File: src/rtl/soundweb_pkg.sv
// Shared constants and helpers for the Soundweb direct-inject byte protocol.
// Used by both the receive path here and the transmit-side encoder.
package soundweb_pkg;

    localparam logic [7:0] STX        = 8'h02;
    localparam logic [7:0] ETX        = 8'h03;
    localparam logic [7:0] ACK        = 8'h06;
    localparam logic [7:0] NAK        = 8'h15;
    localparam logic [7:0] ESC        = 8'h1B;
    localparam logic [7:0] ESC_OFFSET = 8'h80;

    localparam int BODY_BYTES = 14;

    // Position of each un-stuffed byte inside the frame body
    localparam int CMD      = 0;
    localparam int ADDR0    = 1;
    localparam int ADDR1    = 2;
    localparam int ADDR2    = 3;
    localparam int ADDR3    = 4;
    localparam int ADDR4    = 5;
    localparam int ADDR5    = 6;
    localparam int SV0      = 7;
    localparam int SV1      = 8;
    localparam int DATA0    = 9;
    localparam int DATA1    = 10;
    localparam int DATA2    = 11;
    localparam int DATA3    = 12;
    localparam int CHECKSUM = 13;

    typedef enum logic [1:0] {
        ST_IDLE,
        ST_BODY,
        ST_ESCAPE
    } rx_state_t;

    function automatic logic is_reserved_byte(input logic [7:0] b);
        return (b == STX) || (b == ETX) || (b == ACK) || (b == NAK) || (b == ESC);
    endfunction

endpackage

File: src/rtl/soundweb_unstuffer.sv
// Framing FSM: finds STX/ETX boundaries, removes ESC stuffing and reports
// per-byte strobes to the frame assembler. All strobes are combinational.
module soundweb_unstuffer
    import soundweb_pkg::*;
#(
    parameter bit STRICT_ESCAPE = 1'b1
) (
    input  logic       clk,
    input  logic       rst_n,
    input  logic [7:0] rx_data,
    input  logic       rx_valid,
    input  logic       frame_full,
    output logic       byte_strobe,
    output logic [7:0] byte_value,
    output logic       sof,
    output logic       eof,
    output logic       err,
    output logic       ack,
    output logic       nak
);

    rx_state_t  state_reg;
    rx_state_t  state_next;
    logic [7:0] decoded;

    assign decoded = rx_data - ESC_OFFSET;

    always_ff @(posedge clk) begin
        if (!rst_n) begin
            state_reg <= ST_IDLE;
        end else begin
            state_reg <= state_next;
        end
    end

    always_comb begin
        state_next  = state_reg;
        byte_strobe = 1'b0;
        byte_value  = rx_data;
        sof         = 1'b0;
        eof         = 1'b0;
        err         = 1'b0;
        ack         = 1'b0;
        nak         = 1'b0;
        if (rx_valid) begin
            unique case (state_reg)
                ST_IDLE: begin
                    if (rx_data == STX) begin
                        sof        = 1'b1;
                        state_next = ST_BODY;
                    end else if (rx_data == ACK) begin
                        ack = 1'b1;
                    end else if (rx_data == NAK) begin
                        nak = 1'b1;
                    end
                end
                ST_BODY: begin
                    if (rx_data == STX) begin
                        sof = 1'b1;
                    end else if (rx_data == ESC) begin
                        state_next = ST_ESCAPE;
                    end else if (rx_data == ETX) begin
                        eof        = 1'b1;
                        state_next = ST_IDLE;
                    end else if (rx_data == ACK || rx_data == NAK || frame_full) begin
                        err        = 1'b1;
                        state_next = ST_IDLE;
                    end else begin
                        byte_strobe = 1'b1;
                    end
                end
                ST_ESCAPE: begin
                    if (rx_data == STX) begin
                        sof        = 1'b1;
                        state_next = ST_BODY;
                    end else if (rx_data == ETX || frame_full ||
                                 (STRICT_ESCAPE && !is_reserved_byte(decoded))) begin
                        err        = 1'b1;
                        state_next = ST_IDLE;
                    end else begin
                        byte_strobe = 1'b1;
                        byte_value  = decoded;
                        state_next  = ST_BODY;
                    end
                end
                default: state_next = ST_IDLE;
            endcase
        end
    end

endmodule

File: src/rtl/soundweb_decoder.sv
// Soundweb receive decoder: assembles un-stuffed frame bytes, checks the XOR
// checksum and commits good frames to the registered output fields.
module soundweb_decoder
    import soundweb_pkg::*;
#(
    parameter bit STRICT_ESCAPE = 1'b1
) (
    input  logic       clk,
    input  logic       rst_n,
    input  logic [7:0] rx_data,
    input  logic       rx_valid,
    output logic [7:0] command,
    output logic [7:0] address_0,
    output logic [7:0] address_1,
    output logic [7:0] address_2,
    output logic [7:0] address_3,
    output logic [7:0] address_4,
    output logic [7:0] address_5,
    output logic [7:0] sv_0,
    output logic [7:0] sv_1,
    output logic [7:0] data_0,
    output logic [7:0] data_1,
    output logic [7:0] data_2,
    output logic [7:0] data_3,
    output logic       packet_valid,
    output logic       checksum_error,
    output logic       frame_error,
    output logic       ack_seen,
    output logic       nak_seen
);

    logic       byte_strobe;
    logic [7:0] byte_value;
    logic       sof;
    logic       eof;
    logic       err;
    logic       ack;
    logic       nak;
    logic       frame_full;
    logic       commit;

    logic [3:0] count_reg;
    logic [7:0] xor_reg;
    logic [7:0] field_q [CHECKSUM];

    soundweb_unstuffer #(
        .STRICT_ESCAPE(STRICT_ESCAPE)
    ) u_unstuffer (
        .clk        (clk),
        .rst_n      (rst_n),
        .rx_data    (rx_data),
        .rx_valid   (rx_valid),
        .frame_full (frame_full),
        .byte_strobe(byte_strobe),
        .byte_value (byte_value),
        .sof        (sof),
        .eof        (eof),
        .err        (err),
        .ack        (ack),
        .nak        (nak)
    );

    assign frame_full = (count_reg == 4'(BODY_BYTES));
    // XOR over all 14 bytes, checksum included, cancels to zero on a good frame
    assign commit     = eof && frame_full && (xor_reg == 8'h00);

    always_ff @(posedge clk) begin
        if (!rst_n) begin
            count_reg      <= 4'd0;
            xor_reg        <= 8'h00;
            packet_valid   <= 1'b0;
            checksum_error <= 1'b0;
            frame_error    <= 1'b0;
            ack_seen       <= 1'b0;
            nak_seen       <= 1'b0;
        end else begin
            packet_valid   <= commit;
            checksum_error <= eof && frame_full && (xor_reg != 8'h00);
            frame_error    <= err || (eof && !frame_full);
            ack_seen       <= ack;
            nak_seen       <= nak;
            if (sof) begin
                count_reg <= 4'd0;
                xor_reg   <= 8'h00;
            end else if (byte_strobe) begin
                count_reg <= count_reg + 4'd1;
                xor_reg   <= xor_reg ^ byte_value;
            end
        end
    end

    // The checksum byte only feeds the XOR, so shadows cover fields 0..12
    genvar gi;
    generate
        for (gi = 0; gi < CHECKSUM; gi++) begin : gen_field
            logic [7:0] shadow_reg;
            logic [7:0] field_reg;

            always_ff @(posedge clk) begin
                if (!rst_n) begin
                    shadow_reg <= 8'h00;
                    field_reg  <= 8'h00;
                end else begin
                    if (byte_strobe && count_reg == 4'(gi)) begin
                        shadow_reg <= byte_value;
                    end
                    if (commit) begin
                        field_reg <= shadow_reg;
                    end
                end
            end

            assign field_q[gi] = field_reg;
        end
    endgenerate

    assign command   = field_q[CMD];
    assign address_0 = field_q[ADDR0];
    assign address_1 = field_q[ADDR1];
    assign address_2 = field_q[ADDR2];
    assign address_3 = field_q[ADDR3];
    assign address_4 = field_q[ADDR4];
    assign address_5 = field_q[ADDR5];
    assign sv_0      = field_q[SV0];
    assign sv_1      = field_q[SV1];
    assign data_0    = field_q[DATA0];
    assign data_1    = field_q[DATA1];
    assign data_2    = field_q[DATA2];
    assign data_3    = field_q[DATA3];

endmodule

File: config.mk
export PLATFORM = sky130hd
export DESIGN_NAME = soundweb_decoder
export DESIGN_NICKNAME = d
export VERILOG_FILES = /design/src/rtl/soundweb_pkg.sv /design/src/rtl/soundweb_unstuffer.sv /design/src/rtl/soundweb_decoder.sv
export SDC_FILE = /design/constraint.sdc
export NUM_CORES = 1
export LEC_CHECK = 0
export CAP_MARGIN = 25
export CORE_UTILIZATION = 24
export DETAILED_ROUTE_END_ITERATION = 10
export DONT_BUFFER_PORTS = 1
export GPL_TIMING_DRIVEN = 0
export HOLD_SLACK_MARGIN = 0.12
export SLEW_MARGIN = 20
export SYNTH_ARGS = -nofsm -noshare
export SYNTH_HDL_FRONTEND = slang
export SYNTH_SLANG_ARGS = --single-unit
export TNS_END_PERCENT = 30
File: constraint.sdc
create_clock -name clk -period 5.79 [get_ports clk]
set_clock_uncertainty 0.05 [all_clocks]
set_input_delay 1.158 -clock clk [delete_from_list [all_inputs] [get_ports clk]]
set_output_delay 1.158 -clock clk [all_outputs]
set_load 0.1 [all_outputs]
After elaboration in Yosys (flattened, before gate mapping). Index checks and enable logic that the tools add are counted.

Magnitude comparators: 0. Shift operators: 0. Bitwise gates (word level): 4. Multipliers: 0. Muxes and demuxes: 38. Reductions and logical operators: 37. $add $sub $neg: 2. Div/mod/pow operators: 0. Equality and inequality tests: 28.

Operator list (number): 8-bit by 2-bit equality test with 1-bit output, second input constant (4); 8-bit by 5-bit equality test with 1-bit output, second input constant (4); 8-bit 2-to-1 mux (4); 1-bit 2-to-1 mux (25); 4-bit equality test, second input constant (6); 1-bit logical AND (17); 4-bit by 3-bit equality test with 1-bit output, second input constant (4); 8-bit by 3-bit equality test with 1-bit output, second input constant (2); 2-bit 2-to-1 mux (6); 1-bit logical OR (9); 4-bit by 2-bit equality test with 1-bit output, second input constant (2); 8-bit logical NOT (1); 8-bit nonzero test (1); 8-bit subtractor, second input constant (1); 8-bit XOR (1); 2-bit case mux with 3 select lines (1); 5-bit OR reduction (1); 4-bit by 1-bit adder with 4-bit output, second input constant (1); 4-bit by 1-bit equality test with 1-bit output, second input constant (1); 4-bit logical NOT (1); 4-bit by 1-bit != test with 1-bit output, second input constant (1); 1-bit case mux with 2 select lines (2); 4-bit AND reduction (1); 4-bit OR reduction (1); other kinds (9) (12).

Output and inout bits: 109. Bits in latches: 0. Memory bits (writable): 0. Logic and storage cells: 143. Memories kept: 0. Bits in read-only memories: 0. Flip-flop bits (word level): 227.

Depth between registers and ports, before layout.
Depth after elaboration: 13. Gate-level depth with buffers: 10. Gate-level depth less buffers: 7.

Modules after synthesis. A second synthesis with hierarchy kept.

Cells, all modules: 1038. Area total of the unflattened synthesis: 9331.4 sq um.

By module, submodules not included: soundweb_decoder (instances 1, sequential area each 4504.3 sq um, area an instance 8818.5 sq um, cells an instance 968); soundweb_unstuffer (instances 1, sequential area each 40.0 sq um, area an instance 513.0 sq um, cells an instance 70).

Worst setup path before layout. No wires, ideal clock.

Kind: input to register. From: in rx_data[0]. To: reg gen_field[10].shadow_reg[0]. Path slack: 2.588 ns. Cell stages on the path: 8. Required time: 5.667 ns. Arrival time: 3.079 ns. Path buffers: 3. Path through: buf_4 -> or3b_1 -> a2111oi_4 -> nor3_1 -> buf_6 -> buf_6 -> o2111ai_4 -> mux2i_1.

Cells in the longest elaborated chain, start to end: 13.

RTL lines: start: declaration (line soundweb_decoder.sv:10) `input logic [7:0] rx_data,`; 8-bit subtractor (line soundweb_unstuffer.sv:26) `assign decoded = rx_data - ESC_OFFSET;`; 8-bit by 2-bit equality test with 1-bit output (line soundweb_pkg.sv:37) `return (b == STX) || (b == ETX) || (b == ACK) || (b == NAK) || (b == ESC);`; 1-bit logical OR (4 in a row) (line soundweb_pkg.sv:37); 1-bit logical NOT (line soundweb_unstuffer.sv:77) `(STRICT_ESCAPE && !is_reserved_byte(decoded))) begin`; 1-bit logical OR (line soundweb_unstuffer.sv:76) `end else if (rx_data == ETX || frame_full ||`; 1-bit 2-to-1 mux (line soundweb_unstuffer.sv:76); 1-bit 2-to-1 mux (line soundweb_unstuffer.sv:73) `if (rx_data == STX) begin`; 1-bit case mux with 2 select lines (line soundweb_unstuffer.sv:46) `unique case (state_reg)`; 1-bit 2-to-1 mux (line soundweb_unstuffer.sv:45) `if (rx_valid) begin`; 1-bit logical AND (line soundweb_decoder.sv:104) `if (byte_strobe && count_reg == 4'(gi)) begin`; end signal: assignment (line soundweb_decoder.sv:105) `shadow_reg <= byte_value;`; end: declaration (line soundweb_decoder.sv:96) `logic [7:0] shadow_reg;`.

Parallel ways exist; a longest one is shown, timed or not. A chain may end at the register's enable or synchronous reset.

Worst setup path after layout.
From: in rx_data[2]. To: reg gen_field[12].field_reg[4], in the netlist data_3[4].

Cells in the longest elaborated chain, start to end: 8.

RTL lines: 8-bit by 2-bit equality test with 1-bit output (line soundweb_unstuffer.sv:62) `end else if (rx_data == ETX) begin`; 1-bit 2-to-1 mux (line soundweb_unstuffer.sv:62); 1-bit 2-to-1 mux (line soundweb_unstuffer.sv:60) `end else if (rx_data == ESC) begin`; 1-bit 2-to-1 mux * (line soundweb_unstuffer.sv:58) `if (rx_data == STX) begin`; 1-bit 2-to-1 mux * (line soundweb_unstuffer.sv:46); 1-bit 2-to-1 mux * (line soundweb_unstuffer.sv:45); 1-bit logical AND * (2 in a row) (line soundweb_decoder.sv:65) `assign commit = eof && frame_full && (xor_reg == 8'h00);`; end signal: assignment (line soundweb_decoder.sv:108) `field_reg <= shadow_reg;`; end: declaration (line soundweb_decoder.sv:97) `logic [7:0] field_reg;`.

Every way passes the cells marked *; elsewhere a longest branch is shown, timed or not.

==> run metrics <==
Slowest-stage cell, CP=nor3_1; Synth Area in Simple Gates=0.182; syn nets=998; Crit Path Category=primary input to register; core area=0.0368 mm2; reg2reg setup slack=about 2.2 ns; count of state elements after synthesis=about 230; buffers and inverters on the worst path=2; most numerous cell in the Yosys netlist=nand2_1; part of the Yosys area used for sequential elements=0.505; fin util=0.283; Final Max Tran Viols=0; Setup TNS=0 ns; largest family of logic cells by synthesized area=simple AND/OR/NAND/NOR gates; RSZ-0062 raised after global routing=no; Max Cap Violations=0; Post-synth EDFFs=0; Tmin final=between 3 and 4 ns; startpoint types=primary input; library cells used by synthesis=52; hold wc startpoint=gen_field[8].shadow_reg[3]$_SDFFE_PN0P_; Resized cells post-CTS=0; share of cells above drive strength 1=0.0780; Synth Area in XOR/XNOR=0.000974; Synth Area in Compound Gates=0.122; port buffer count=0; global route total overflow=0; Hold Path Class=register to register; CTS tree=built; Synth area leaders=dfxtp_1, nand2_1, mux2i_1; Die X=196 um; drt drc=0; Synth Warn #=0; cells along the critical path=nor4_2 -> nand4_1 -> nor3_1 -> clkbuf_1 -> buf_2 -> nand2_1 -> a21oi_1; CP endpoint kind=register; global-route wire length before repair=about 38000 um; pin count of the biggest net entering global routing=14; fin crit share=0.651; drt wl/cell=~17 um; mux cell area share after synthesis=0.128; routed via count=around 6700; # H-tree levels=1; Detail Placement HPWL=approximately 17000 um; CP max FO=10; Initial DRT Pass Iterations=5; Worst Path Required=6.20 ns; final hold slack=about 0.40 ns; delay-heaviest family, CP=simple AND/OR/NAND/NOR gates; peak per-stage delay on the critical path=between 0.8 and 0.9 ns; Max Clk Rate=~0.27 GHz; Layout area overhead=15.9%; Final setup viols=0; Setup WS post-layout=approximately 2 ns; Mapped Cells=slightly below 1000; DP Area=0.00958 mm2; drt initial violations=between 300 and 400; Mapped Area=between 0.008 and 0.009 mm2; Final #Nets=roughly 1000; Synth Flop Type=dfxtp_1; dpl ws=between 1 and 1.5 ns; die area=0.0383 mm2; post-synth top area share=0.505; antenna-violating nets left=0; asr flop ratio synth=0; initial antenna violation count=1; pwr dens=~310 mW/mm2; Final GP Congestion=between 0.8 and 0.9; vias in the first global route=6457; Vias/cell=around 4.5; run status=finished, final reports clean; Setup Buffers After CTS=0; Post-synth top cells=nand2_1, dfxtp_1, a21oi_1; I/O pins=120; final hold viol count=0; cts hold-fix bufs=0; worst-margin pin slew=about 1.1 ns; Clock Latency Late Sink=~0.54 ns; Core Rows=70; Max Root-Sink Buffers=3; average cell area after synthesis=between 9 and 10 um2; Post-Layout Inst Area=~0.010 mm2; Root Driver=clkbuf_16; CTS Buf Count=26; WL final=25100 um; r2r startpoint=count_reg[0]$_SDFFE_PP0P_; clock sinks=roughly 230; Starting Density=0.245; Max-slew headroom=0.264; worst setup path startpoint=rx_data[2]; gr usage total=0.131; Worst Path Arrival=4.18 ns; Die Y=196 um; Leakage=4.02 nW; max reg flops=104; antenna diode count=0; Reg clk slew, reported paths=about 0.06 ns; Yosys top cell by area=dfxtp_1; Post-Synth Adder-Cell Area=0.0125; peak supply drop=158 uV
==> where the power goes <==
group	total [mW]	switching, mW	internal, mW
logic	0.0854	0.0649	0.0205
clock network	1.62	0.664	0.953
registers	1.56	0.000161	1.56
total	3.26	0.729	2.53
==> cell usage in the layout, fill, tap and decap left out, types with 2 or more instances in the layout <==
cell type,n
or3b_1,2
inv_6,2
buf_2,6
a21oi_1,117
nor2_1,7
nor2b_1,2
nand4_1,4
nor4_1,3
o21ai_0,4
nor3_1,3
inv_1,6
clkbuf_8,9
nand2b_1,10
dlygate4sd3_1,10
o2111ai_4,12
dfxtp_1,227
nand2_1,349
nand3b_1,2
nand3_1,6
buf_6,5
clkbuf_1,50
clkbuf_16,26
clkinv_2,4
ha_1,9
mux2i_1,115
or3_1,4
==> through the flow <==
step	power [mW]	instances
detailed placement	1.68	1446
global placement	1.68	1446
finish	3.26	1493
CTS	3.31	1493
global route	3.38	1493
floorplan	1.65	978
==> worst reg2reg max path, cell delays in order (launching register included) <==
cell and delay (ns):
dfxtp_1 0.35, inv_1 0.12, ha_1 0.39, and3_1 0.30
nand2_1 0.09, nor3_1 0.80, clkbuf_1 0.79, buf_2 0.38
nand2_1 0.09, a21oi_1 0.13
==> area by class of cell <==
cell class,count,area [um2]
well taps,468,586
fillers,3892,26400
clock inverters,8,83.8
flip-flops and latches,227,4540
clock buffers,39,759
inverters,7,26.3
plain buffers,70,425
multi-input cells,674,4000
==> routing by layer <==
metal	up-vias	share of wire	global-route usage
met5	-	0	0
met4	0	0.036	0.0577
met3	44	0.087	0.0411
met2	209	0.42	0.193
met1	3082	0.46	0.174
li1	3322	-	-
==> logic make-up after synthesis <==
family,Yosys count
simple gates,401
flops,227
compound gates,148
mux,115
buf+inv,77
fa+ha+maj,9
xor+xnor,1
==> worst paths after layout <==
kind | end | cells after the start
setup / recovery | data_3[4]$_SDFFE_PN0P_ | 7
hold / removal | sv_1[3]$_SDFFE_PN0P_ | 2
setup reg to reg | data_3[4]$_SDFFE_PN0P_ | 9
hold reg to reg | sv_1[3]$_SDFFE_PN0P_ | 2
(Power assumes the default switching activity.)
